## config.mk

```make
export PLATFORM = sky130hd
export DESIGN_NAME = bus_arbiter
export DESIGN_NICKNAME = d
export VERILOG_FILES = /design/src/rtl/bus_arbiter.sv
export SDC_FILE = /design/constraint.sdc
export NUM_CORES = 1
export LEC_CHECK = 0
export CORE_ASPECT_RATIO = 1.1
export CORE_MARGIN = 8
export CORE_UTILIZATION = 56
export CTS_CLUSTER_SIZE = 12
export DETAILED_ROUTE_END_ITERATION = 10
export PLACE_DENSITY = 0.82
export REMOVE_ABC_BUFFERS = 1
export SLEW_MARGIN = 20
export SYNTH_ARGS = -nofsm -noshare
export SYNTH_HDL_FRONTEND = slang
export SYNTH_SLANG_ARGS = --single-unit
```

## constraint.sdc

```tcl
create_clock -name clk -period 4.2 [get_ports clk]
set_input_delay 0.84 -clock clk [delete_from_list [all_inputs] [get_ports clk]]
set_output_delay 0.84 -clock clk [all_outputs]
set_load 0.01 [all_outputs]
```

## src/rtl/bus_arbiter.sv

```systemverilog
// Two-master bus arbiter: four-state grant FSM with tenure timeout and post-timeout lockout.
// Define ARB_ROUND_ROBIN_EN to alternate priority on contention; otherwise master 1 always wins.
module bus_arbiter #(
    parameter int SLAVE_LEN = 2,
    parameter int TIMEOUT   = 4095
) (
    input  logic                 clk,
    input  logic                 reset,
    input  logic                 req1,
    input  logic                 req2,
    input  logic                 done1,
    input  logic                 done2,
    input  logic [SLAVE_LEN-1:0] slave1,
    input  logic [SLAVE_LEN-1:0] slave2,
    output logic                 grant1,
    output logic                 grant2,
    output logic [SLAVE_LEN-1:0] slave_sel,
    output logic                 timeout1,
    output logic                 timeout2
);

    localparam logic [1:0] IDLE    = 2'd0;
    localparam logic [1:0] GRANT1  = 2'd1;
    localparam logic [1:0] GRANT2  = 2'd2;
    localparam logic [1:0] RELEASE = 2'd3;

    localparam int               CNT_W    = $clog2(TIMEOUT + 1);
    localparam logic [CNT_W-1:0] CNT_LAST = CNT_W'(TIMEOUT - 1);

    logic [1:0]           state_reg, state_next;
    logic [CNT_W-1:0]     cnt_reg, cnt_next;
    logic [1:0]           grant_reg, grant_next;
    logic [SLAVE_LEN-1:0] sel_reg, sel_next;
    logic [1:0]           to_reg, to_next;
    logic [1:0]           lock_reg, lock_next;
    logic [1:0]           req, done, elig;
    logic                 favour2;

    // Bit 0 is master 1, bit 1 is master 2 throughout.
    assign req  = {req2, req1};
    assign done = {done2, done1};
    assign elig = req & ~lock_reg;

`ifdef ARB_ROUND_ROBIN_EN
    logic prio2_reg;

    // Whoever is granted now yields priority to the other master next contention.
    always_ff @(posedge clk or negedge reset) begin
        if (!reset) begin
            prio2_reg <= 1'b0;
        end else if (state_reg == IDLE && grant_next != 2'b00) begin
            prio2_reg <= grant_next[0];
        end
    end

    assign favour2 = prio2_reg;
`else
    assign favour2 = 1'b0;
`endif

    always_comb begin
        state_next = state_reg;
        cnt_next   = '0;
        grant_next = 2'b00;
        sel_next   = '0;
        to_next    = 2'b00;
        case (state_reg)
            IDLE: begin
                if (elig[1] && (!elig[0] || favour2)) begin
                    state_next = GRANT2;
                    grant_next = 2'b10;
                    sel_next   = slave2;
                end else if (elig[0]) begin
                    state_next = GRANT1;
                    grant_next = 2'b01;
                    sel_next   = slave1;
                end
            end
            GRANT1: begin
                // A done in the final tenure cycle takes precedence over the timeout.
                if (done[0] || !req[0]) begin
                    state_next = RELEASE;
                end else if (cnt_reg == CNT_LAST) begin
                    state_next = RELEASE;
                    to_next    = 2'b01;
                end else begin
                    cnt_next   = cnt_reg + 1'b1;
                    grant_next = 2'b01;
                    sel_next   = sel_reg;
                end
            end
            GRANT2: begin
                if (done[1] || !req[1]) begin
                    state_next = RELEASE;
                end else if (cnt_reg == CNT_LAST) begin
                    state_next = RELEASE;
                    to_next    = 2'b10;
                end else begin
                    cnt_next   = cnt_reg + 1'b1;
                    grant_next = 2'b10;
                    sel_next   = sel_reg;
                end
            end
            RELEASE: begin
                state_next = IDLE;
            end
            default: begin
                state_next = IDLE;
            end
        endcase
    end

    // A timed-out master stays locked out until its request is seen low.
    genvar gi;
    generate
        for (gi = 0; gi < 2; gi++) begin : g_lock
            assign lock_next[gi] = to_next[gi] | (lock_reg[gi] & req[gi]);
        end
    endgenerate

    always_ff @(posedge clk or negedge reset) begin
        if (!reset) begin
            state_reg <= IDLE;
            cnt_reg   <= '0;
            grant_reg <= 2'b00;
            sel_reg   <= '0;
            to_reg    <= 2'b00;
            lock_reg  <= 2'b00;
        end else begin
            state_reg <= state_next;
            cnt_reg   <= cnt_next;
            grant_reg <= grant_next;
            sel_reg   <= sel_next;
            to_reg    <= to_next;
            lock_reg  <= lock_next;
        end
    end

    assign grant1    = grant_reg[0];
    assign grant2    = grant_reg[1];
    assign slave_sel = sel_reg;
    assign timeout1  = to_reg[0];
    assign timeout2  = to_reg[1];

endmodule

```

==> impl_metrics.xml <==
<?xml version="1.0" encoding="UTF-8"?>
<metrics>
  <group name="sta">
    <metric name="fin_tns_setup" unit="ns">0</metric>
    <metric name="final_slew_violations" unit="">0</metric>
    <metric name="timing.final.crit_share" unit="%">49.48</metric>
    <metric name="final.min_clock_period" unit="ns">2.078</metric>
    <metric name="timing.final.ws_setup" unit="ns">2.122</metric>
    <metric name="fin_skew" unit="ns">0.001505</metric>
    <metric name="fmax" unit="MHz">481.2</metric>
    <metric name="report.final.setup_viol" unit="">0</metric>
    <metric name="timing_worst_slew_pin_value" unit="ns">0.4628</metric>
    <metric name="maxSlewHeadroom" unit="%">69.14</metric>
    <metric name="rsz0062_at_grt" unit="">false</metric>
    <metric name="hold_viol_final" unit="">0</metric>
  </group>
  <group name="setup_path">
    <metric name="cp_bufs_invs" unit="">1</metric>
    <metric name="path_delay_family" unit="">buffers and inverters</metric>
    <metric name="worstPathArrival" unit="ns">1.24</metric>
    <metric name="critPathCaptureType" unit="">primary output</metric>
    <metric name="timing.critical_path.cells" unit="">clkdlybuf4s50_1</metric>
    <metric name="logic_depth_of_the_worst_setup_path_including_buffers" unit="">1</metric>
    <metric name="crit_path_max_cell_delay" unit="ns">0.55</metric>
    <metric name="worst_ep_required_time" unit="ns">3.36</metric>
    <metric name="crit_type" unit="">reg -&gt; out</metric>
    <metric name="worst-path-max-fanout" unit="">2</metric>
    <metric name="rr_worst_depth" unit="">6</metric>
    <metric name="critPathLaunchType" unit="">flip-flop</metric>
    <metric name="cpMaxStageDelayCell" unit="">clkdlybuf4s50_1</metric>
  </group>
  <group name="place">
    <metric name="placement.io_buffers" unit="">15</metric>
    <metric name="dp_hpwl" unit="mm">1.633</metric>
    <metric name="place.gp.congestion" unit="">0.8368</metric>
    <metric name="dp_slack" unit="ns">1.878</metric>
  </group>
  <group name="clock_tree">
    <metric name="clock_tree.htree_level_count" unit="">1</metric>
    <metric name="cell_at_the_root_of_the_clock_tree" unit="">clkbuf_4</metric>
    <metric name="hold_bufs_inserted_after_cts" unit="">0</metric>
    <metric name="cts_made_buffers" unit="">3</metric>
    <metric name="worstSkewPairLatency" unit="ns">0.31</metric>
    <metric name="path_clk_slew" unit="ns">0.11</metric>
    <metric name="cts_buffer_depth" unit="">2</metric>
    <metric name="post-cts-setup-buffer-count" unit="">0</metric>
    <metric name="cells_resized_by_post_cts_repair" unit="">0</metric>
    <metric name="cts_sinks" unit="">22</metric>
    <metric name="tritoncts" unit="">built</metric>
  </group>
  <group name="cells_and_area">
    <metric name="multiInputGateArea" unit="um^2">533.0</metric>
    <metric name="flow.area_growth_from_synthesis" unit="%">16.61</metric>
    <metric name="design.final.nets" unit="">143</metric>
    <metric name="final_layout_size_suffix_gt1_share" unit="%">8.800</metric>
    <metric name="max_ffs_per_register" unit="">12</metric>
    <metric name="num_antenna_cells" unit="">0</metric>
    <metric name="fillerInstances" unit="">158</metric>
    <metric name="sequential_area" unit="um^2">550.5</metric>
    <metric name="finalCoreUtilization" unit="%">66.88</metric>
  </group>
  <group name="yosys">
    <metric name="yosys_most_used_dff" unit="">dfrtp_1</metric>
    <metric name="synth_top_area_cell" unit="">dfrtp_1</metric>
    <metric name="synth_cell_types" unit="">32</metric>
    <metric name="async_reset_ff_share" unit="%">100.0</metric>
    <metric name="synthesis.area_per_instance" unit="um^2">10.20</metric>
    <metric name="synth_edf_count" unit="">0</metric>
    <metric name="netlist.area_leader.share" unit="%">49.05</metric>
    <metric name="synth_sequential_area_ratio" unit="%">49.05</metric>
    <metric name="post_synth_instance_area" unit="um^2">1122</metric>
    <metric name="yosysWarnings" unit="">0</metric>
    <metric name="synth.ff_latch_count" unit="">22</metric>
    <metric name="synth.top_cells.by_area" unit="">dfrtp_1, xor2_1, ha_1, nor2_1, nand3_1</metric>
    <metric name="syn-instance-count" unit="">110</metric>
  </group>
  <group name="routing">
    <metric name="via_per_inst" unit="">5.444</metric>
    <metric name="wire_per_inst" unit="um">13.65</metric>
    <metric name="drtPass1Iterations" unit="">4</metric>
    <metric name="totalWireLength" unit="mm">2.089</metric>
    <metric name="route.antenna.remaining_nets" unit="">0</metric>
    <metric name="drt_iter0_drc" unit="">13</metric>
    <metric name="drc" unit="">0</metric>
    <metric name="dr_total_vias" unit="">833</metric>
  </group>
  <group name="floorplan">
    <metric name="fp.coreArea" unit="um^2">1957</metric>
    <metric name="die_x" unit="um">58.69</metric>
    <metric name="die_height" unit="um">62.95</metric>
    <metric name="initial_utilization" unit="%">57.35</metric>
    <metric name="ioPinCount" unit="">16</metric>
    <metric name="row_cnt" unit="">17</metric>
    <metric name="die_area" unit="um^2">3694</metric>
  </group>
  <group name="global_routing">
    <metric name="grt_overflow" unit="">0</metric>
    <metric name="grtUsageTotal" unit="%">12.69</metric>
    <metric name="number_of_global_route_vias_before_repair" unit="">878</metric>
    <metric name="initial_antenna_violation_count" unit="">0</metric>
    <metric name="grt_max_degree" unit="">23</metric>
    <metric name="grt_pass1_wl" unit="mm">3.705</metric>
  </group>
  <group name="power">
    <metric name="ir_drop" unit="V">0.0003204</metric>
    <metric name="static-leakage-power" unit="nW">0.5969</metric>
    <metric name="power.density_cell_area" unit="nW/um^2">412.4</metric>
  </group>
  <group name="outcome">
    <metric name="status" unit="">finished, final reports clean</metric>
  </group>
  <group name="flow_run">
    <metric name="timing.max_cap.violations" unit="">0</metric>
  </group>
  <group name="worst_hold_path">
    <metric name="timing.hold.worst.class" unit="">in -&gt; async</metric>
  </group>
</metrics>
-- placed cells by master, fill, tap and decap left out, drive strengths merged, types with 4 or more instances in the layout --
master,count
clkdlybuf4s50,14
dfrtp,22
ha,6
inv,6
nand2,9
nand3,7
nand4,4
nor2,16
xor2,9
-- per-stage QoR --
stage               hold slack, ns  std cells  cell area [um^2]  power [mW]
floorplan                   0.4461        107              1106      0.3799
global placement            0.4615        150              1291      0.4425
detailed placement          0.4722        150              1291      0.4513
CTS                         0.4960        153              1314      0.5427
global route                0.5098        153              1309      0.5772
finish                      0.4645        153              1309      0.5397
-- cells in the mapped netlist (all sizes together) (2+ instances only) --
cell type,count
nor2,16
nand3,7
nand4,4
a21oi,3
ha,6
xor2,9
nand3b,2
and3,3
dfrtp,22
inv,6
nand2,9
a32oi,2
buf,2
nor3,3
o21ai,2
and4,2
a31oi,2
-- metal layers --
metal / global-route usage (%) / part of all wire (%)
met1: 15.98 / 46
met2: 20.44 / 48
met3: 2.263 / 3.8
met4: 5.389 / 1.7
met5: 0 / 0
-- report_power, final --
| group | internal [mW] | leakage (nW) | switching (mW) |
|---|---|---|---|
| Combinational | 0.0847 | 0.282 | 0.104 |
| Clock | 0.0335 | 0.0138 | 0.0612 |
| Sequential | 0.237 | 0.301 | 0.0200 |
-- kinds of logic (layout without fill, tap and decap cells) --
logic type / after synthesis / after routing / share of synthesized area [%]
flops: 22 / 22 / 49.05
xor+xnor: 10 / 10 / 7.804
fa+ha+maj: 6 / 6 / 6.689
compound gates: 12 / 12 / 8.027
buf+inv: 9 / 24 / 3.455
simple gates: 51 / 51 / 24.97
-- worst paths after layout --
check | startpoint | to | slack (ns)
min reg2reg | cnt_reg[0] | cnt_reg[0] | 0.49
max in group asynchronous | reset | lock_reg[1] | 3.42
max reg2reg | state_reg[1] | cnt_reg[8] | 2.47
min | reset | cnt_reg[2] | 0.46
max | slave_sel[0] | slave_sel[0] | 2.12
min in group clk | cnt_reg[0] | cnt_reg[0] | 0.49
-- layout make-up --
type | instances | area share [%]
well taps | 28 | 2.677
clock buffers | 3 | 1.721
inverters | 6 | 1.721
multi-input cells | 79 | 40.73
repair buffers | 15 | 11.09
flip-flops and latches | 22 | 42.06
Note: power is estimated with default switching activity, not from simulation.
